File: src/rtl/ysyx_23060025_wbu_buf.sv
// Writeback buffer: DEPTH-entry in-order queue between the LSU and the RF/CSR side,
// with bypass forwarding of buffered results, a retire counter and a sticky ebreak halt.
module ysyx_23060025_wbu_buf #(
  parameter int DATA_LEN = 32,
  parameter int ADDR_LEN = 32,
  parameter int DEPTH    = 2,
  parameter int CNT_LEN  = 64
) (
  input  logic                clock,
  input  logic                reset,
  input  logic                ms_to_ws_valid,
  output logic                ws_allowin_o,
  input  logic                wd_i,
  input  logic [4:0]          wreg_i,
  input  logic [DATA_LEN-1:0] reg_wdata_i,
  input  logic [2:0]          csr_type_i,
  input  logic [11:0]         csr_waddr_i,
  input  logic [DATA_LEN-1:0] csr_wdata_i,
  input  logic [DATA_LEN-1:0] csr_mcause_i,
  input  logic [ADDR_LEN-1:0] pc_i,
  input  logic                ebreak_flag_i,
  input  logic                rf_ready_i,
  output logic                commit_valid_o,
  output logic [ADDR_LEN-1:0] commit_pc_o,
  output logic                wd_o,
  output logic [4:0]          wreg_o,
  output logic [DATA_LEN-1:0] wdata_o,
  output logic [2:0]          csr_type_o,
  output logic [11:0]         csr_waddr_o,
  output logic [DATA_LEN-1:0] csr_wdata_o,
  output logic [DATA_LEN-1:0] csr_mcause_o,
  output logic                ebreak_o,
  output logic [CNT_LEN-1:0]  retire_cnt_o,
  input  logic [4:0]          fwd_raddr_i,
  output logic                fwd_hit_o,
  output logic [DATA_LEN-1:0] fwd_data_o
);

  localparam int PTR_W = $clog2(DEPTH);
  localparam int CNT_W = PTR_W + 1;

  typedef enum logic [0:0] {ST_RUN = 1'b0, ST_HALT = 1'b1} state_e;

  typedef struct packed {
    logic                wd;
    logic [4:0]          wreg;
    logic [DATA_LEN-1:0] reg_wdata;
    logic [2:0]          csr_type;
    logic [11:0]         csr_waddr;
    logic [DATA_LEN-1:0] csr_wdata;
    logic [DATA_LEN-1:0] csr_mcause;
    logic [ADDR_LEN-1:0] pc;
    logic                ebreak;
  } entry_t;

  entry_t               buf_q [DEPTH];
  entry_t               buf_d [DEPTH];
  logic [PTR_W-1:0]     wr_ptr_q, wr_ptr_d;
  logic [PTR_W-1:0]     rd_ptr_q, rd_ptr_d;
  logic [CNT_W-1:0]     count_q, count_d;
  state_e               state_q, state_d;
  logic                 ebreak_q, ebreak_d;
  logic [CNT_LEN-1:0]   retire_cnt_q, retire_cnt_d;

  entry_t               head_s;
  entry_t               in_entry_s;
  logic                 enq_s;
  logic                 deq_s;
  logic                 fwd_hit_s;
  logic [DATA_LEN-1:0]  fwd_data_s;

  // Head view and handshake qualifiers, all derived from registered state only.
  always_comb begin
    head_s         = buf_q[rd_ptr_q];
    ws_allowin_o   = (state_q == ST_RUN) && (count_q < CNT_W'(DEPTH));
    commit_valid_o = (count_q != CNT_W'(0)) && (state_q == ST_RUN);
    enq_s          = ms_to_ws_valid && ws_allowin_o;
    deq_s          = commit_valid_o && rf_ready_i;
    in_entry_s     = '{wd: wd_i, wreg: wreg_i, reg_wdata: reg_wdata_i,
                       csr_type: csr_type_i, csr_waddr: csr_waddr_i,
                       csr_wdata: csr_wdata_i, csr_mcause: csr_mcause_i,
                       pc: pc_i, ebreak: ebreak_flag_i};
  end

  // Head outputs; enables are masked so an empty or halted buffer never writes.
  always_comb begin
    commit_pc_o  = head_s.pc;
    wd_o         = commit_valid_o && head_s.wd && (head_s.wreg != 5'd0);
    wreg_o       = head_s.wreg;
    wdata_o      = head_s.reg_wdata;
    csr_type_o   = head_s.csr_type & {3{commit_valid_o}};
    csr_waddr_o  = head_s.csr_waddr;
    csr_wdata_o  = head_s.csr_wdata;
    csr_mcause_o = head_s.csr_mcause;
    ebreak_o     = ebreak_q;
    retire_cnt_o = retire_cnt_q;
    fwd_hit_o    = fwd_hit_s;
    fwd_data_o   = fwd_data_s;
  end

  // Forwarding: walk oldest to youngest so the youngest valid match wins.
  always_comb begin
    logic [PTR_W-1:0] idx;
    logic             match;
    fwd_hit_s  = 1'b0;
    fwd_data_s = '0;
    idx        = rd_ptr_q;
    match      = 1'b0;
    for (int k = 0; k < DEPTH; k++) begin
      idx        = rd_ptr_q + PTR_W'(k);
      match      = (CNT_W'(k) < count_q) && (state_q == ST_RUN) && buf_q[idx].wd &&
                   (buf_q[idx].wreg == fwd_raddr_i) && (buf_q[idx].wreg != 5'd0);
      fwd_hit_s  = fwd_hit_s | match;
      fwd_data_s = match ? buf_q[idx].reg_wdata : fwd_data_s;
    end
  end

  // Next-state for storage, pointers, occupancy, retire counter and halt FSM.
  always_comb begin
    buf_d = buf_q;
    if (enq_s) begin
      buf_d[wr_ptr_q] = in_entry_s;
      wr_ptr_d        = wr_ptr_q + PTR_W'(1);
    end else begin
      wr_ptr_d = wr_ptr_q;
    end
    if (deq_s) begin
      rd_ptr_d     = rd_ptr_q + PTR_W'(1);
      retire_cnt_d = retire_cnt_q + CNT_LEN'(1);
    end else begin
      rd_ptr_d     = rd_ptr_q;
      retire_cnt_d = retire_cnt_q;
    end
    case ({enq_s, deq_s})
      2'b10:   count_d = count_q + CNT_W'(1);
      2'b01:   count_d = count_q - CNT_W'(1);
      default: count_d = count_q;
    endcase
    case (state_q)
      ST_RUN: begin
        if (deq_s && head_s.ebreak) begin
          state_d  = ST_HALT;
          ebreak_d = 1'b1;
        end else begin
          state_d  = ST_RUN;
          ebreak_d = 1'b0;
        end
      end
      ST_HALT: begin
        state_d  = ST_HALT;
        ebreak_d = 1'b0;
      end
      default: begin
        state_d  = ST_HALT;
        ebreak_d = 1'b0;
      end
    endcase
  end

  // State registers; reset discards every buffered entry immediately.
  always_ff @(posedge clock or negedge reset) begin
    if (!reset) begin
      for (int i = 0; i < DEPTH; i++) begin
        buf_q[i] <= '0;
      end
      wr_ptr_q     <= '0;
      rd_ptr_q     <= '0;
      count_q      <= '0;
      state_q      <= ST_RUN;
      ebreak_q     <= 1'b0;
      retire_cnt_q <= '0;
    end else begin
      for (int i = 0; i < DEPTH; i++) begin
        buf_q[i] <= buf_d[i];
      end
      wr_ptr_q     <= wr_ptr_d;
      rd_ptr_q     <= rd_ptr_d;
      count_q      <= count_d;
      state_q      <= state_d;
      ebreak_q     <= ebreak_d;
      retire_cnt_q <= retire_cnt_d;
    end
  end

endmodule

File: config.mk
export PLATFORM = sky130hd
export DESIGN_NAME = ysyx_23060025_wbu_buf
export DESIGN_NICKNAME = d
export VERILOG_FILES = /design/src/rtl/ysyx_23060025_wbu_buf.sv
export SDC_FILE = /design/constraint.sdc
export NUM_CORES = 1
export LEC_CHECK = 0
export CORE_UTILIZATION = 50
export DETAILED_ROUTE_END_ITERATION = 10
export PLACE_DENSITY = 0.87
export SYNTH_ARGS = -nofsm -noshare
export SYNTH_HDL_FRONTEND = slang
export SYNTH_SLANG_ARGS = --single-unit
File: constraint.sdc
create_clock -name clock -period 7.25 [get_ports clock]
set_input_delay 1.0875 -clock clock [delete_from_list [all_inputs] [get_ports clock]]
set_output_delay 1.0875 -clock clock [all_outputs]
set_load 0.005 [all_outputs]
==> results_dict.tcl <==
set metrics [dict create \
    maxSlewHeadroom 0.3129 \
    fp.dieW_um 183.6 \
    hold_end "retire_cnt_o[63]" \
    dr_total_vias 10830 \
    max_stage_delay_ns 0.80 \
    worstSetupStartpoint "rd_ptr_q" \
    r2r-end "buf_q[228]" \
    hold_depth 1 \
    crit_chain "mux2_2 > xor2_1 > nor3_1 > nand4_1 > mux2i_4 > a22o_1 > clkdlybuf4s50_1" \
    grt_max_degree 153 \
    tightestPinTransition_ns 1.031 \
    final.setup.worst_slack_ns 2.157 \
    ant_nets 0 \
    critical_path_class "flop to primary output" \
    dpl.hpwl_um 27650 \
    avgSynthCellArea_um2 14.29 \
    antenna_found_initial 4 \
    r2r-start "state_q" \
    syn_nets 1317 \
    synthArstFlopShare 1.000 \
    clock_latency_ns 0.52 \
    routedWlPerCell_um 19.88 \
    core_mm2 0.03245 \
    drc 0 \
    r2r_cells 5 \
    io_buffers 407 \
    die_h_um 183.6 \
    fmax_ghz 0.1964 \
    utilization 0.6867 \
    ys_top_cells_by_count "mux2_2, dfrtp_1, xnor2_1, clkbuf_1, a22o_1" \
    drv_slew 0 \
    drive_gt1_frac 0.3376 \
    die_area_mm2 0.03371 \
    cts.sink_count 370 \
    root_buffer "clkbuf_16" \
    viasPerCell 5.357 \
    reg2reg_slack_ns 4.23 \
    area_growth_pct 35.15 \
    synth_top_area_cell "dfrtp_1" \
    design_area_mm2 0.02229 \
    drt_iter0_markers 448 \
    synth_seq_cells 370 \
    routed_wl_um 40190 \
    p_per_area_mw_per_mm2 410.3 \
    place_inst 1952 \
    grt_setup_unrepaired "false" \
    end_kind "primary output" \
    crit_path_max_fanout 40 \
    status "completed" \
    synth.top_cell.area_share 0.5615 \
    critPathLaunchType "flop" \
    place_congestion 0.8306 \
    crit_path_top_delay_cell "mux2i_4" \
    hold_start "retire_cnt_o[63]" \
    cts_hold_buffers 0 \
    grt.overflow.total 0 \
    htree_num_levels 2 \
    grt_pass1_wl_um 63560 \
    stdcell_count 2022 \
    finalSetupViolations 0 \
    synth.distinct_cells 33 \
    cts_resized 0 \
    fin_hold_ws_ns 0.4853 \
    irDropWorstVdd_v 0.0004354 \
    cts_tree "yes" \
    timing.final.hold_violations 0 \
    clk_pin_slew_ns 0.06 \
    p_leak_nw 9.403 \
    grt_pass1_vias 11730 \
    synth_edf_count 0 \
    initial_utilization 0.5081 \
    drt-pass1-iter-count 4 \
    fill_cells 2238 \
    cp.required_ns 6.16 \
    clockBufferDepth 3 \
    synth-main-ff-cell "dfrtp_1" \
    gr-usage-all-layers 0.2392 \
    netlist_area_mm2 0.01649 \
    io_pins 408 \
    hold_path.class "flop to flop" \
    skew_ns 0.01655 \
    maxCapViolCount 0 \
    arrival_ns 4.01 \
    synthCells 1154 \
    fin_crit_ns 5.093 \
    cts-buffers-inserted 39 \
    fin_setup_tns_ns 0 \
    seq_area_frac_synth 0.5615 \
    cts_setup_buffers 0 \
    num-nets-final 1714 \
    place_ws_ns 2.244 \
    fin_crit_sh 0.7024 \
    yosysWarningCount 0 \
    p_total_mw 9.144 \
    place_area_mm2 0.02101 \
    yosysMostFrequentCell "mux2_2" \
    synth_area_leaders "dfrtp_1, mux2_2, xnor2_1, a22o_1, xor2_1" \
    std_cell_rows 66 \
]
-- power breakdown --
| group | total, mW | leakage, nW | internal, mW | switching (mW) |
|---|---|---|---|---|
| Combinational | 3.67 | 4.20 | 2.43 | 1.24 |
| Sequential | 3.48 | 4.57 | 2.92 | 0.559 |
| Clock | 1.99 | 0.628 | 1.20 | 0.790 |
| Total | 9.14 | 9.40 | 6.55 | 2.59 |
-- per-layer routing --
layer / up-vias / GRT usage / share of wire
li1: 4942 / - / -
met4: 0 / 0.08033 / 0.030
met5: - / 0 / 0
met3: 76 / 0.08300 / 0.088
met2: 351 / 0.4097 / 0.50
met1: 5463 / 0.2790 / 0.38
-- cell type report --
type | instances | area, um2 | area share
Antenna cell | 4 | 10.01 | 0.0004492
Clock buffer | 53 | 1099 | 0.04930
Clock inverter | 13 | 171.4 | 0.007692
Inverter | 11 | 41.29 | 0.001853
Multi-Input combinational cell | 712 | 6969 | 0.3127
Sequential cell | 370 | 9263 | 0.4156
Tap cell | 442 | 553.0 | 0.02482
Timing Repair Buffer | 417 | 4179 | 0.1875
-- layout by cell type, fill, tap and decap left out, drive strengths merged, types with 12 or more instances in the layout --
cell,count
mux2,448
clkdlybuf4s50,406
dfrtp,370
clkbuf,53
xnor2,48
a22o,32
nand2,30
xor2,28
nor2,24
nand3,21
nand4,18
nor3,13
inv,12
-- logic make-up after synthesis --
family          after synthesis  share of synthesized area
buf+inv                      72                    0.01776
flops                       370                     0.5615
mux                         459                     0.3126
xor+xnor                     76                    0.04037
compound gates               38                    0.01943
fa+ha+maj                     4                   0.003035
simple gates                135                    0.04530
-- flip-flops by register name, indices dropped and copies added (netlist names) --
signal,flops
buf_q,300
state_q,1
wr_ptr_q,1
ebreak_o,1
count_q,2
retire_cnt_o,64
rd_ptr_q,1
-- worst max path at each step --
| stage | to | slack (ns) | cells after the start |
|---|---|---|---|
| detailed placement | fwd_data_o[10] | 2.24 | 7 |
| finish | fwd_data_o[10] | 2.16 | 7 |
| CTS | fwd_data_o[10] | 2.13 | 7 |
| global route | fwd_data_o[10] | 1.88 | 7 |
| global placement | fwd_data_o[10] | 2.34 | 7 |
| floorplan | fwd_data_o[10] | 3.74 | 6 |
-- worst max-delay path: cells and delay by family, from the launching register on --
| family | cells | cell delay [ns] |
|---|---|---|
| DFF | 1 | 0.78 |
| and+or+nand+nor | 2 | 0.50 |
| buffers and inverters | 1 | 0.51 |
| muxes | 2 | 1.24 |
| xor gates and xnor gates | 1 | 0.15 |
| AOI/OAI and AO/OA | 1 | 0.29 |
(Power assumes the default switching activity.)
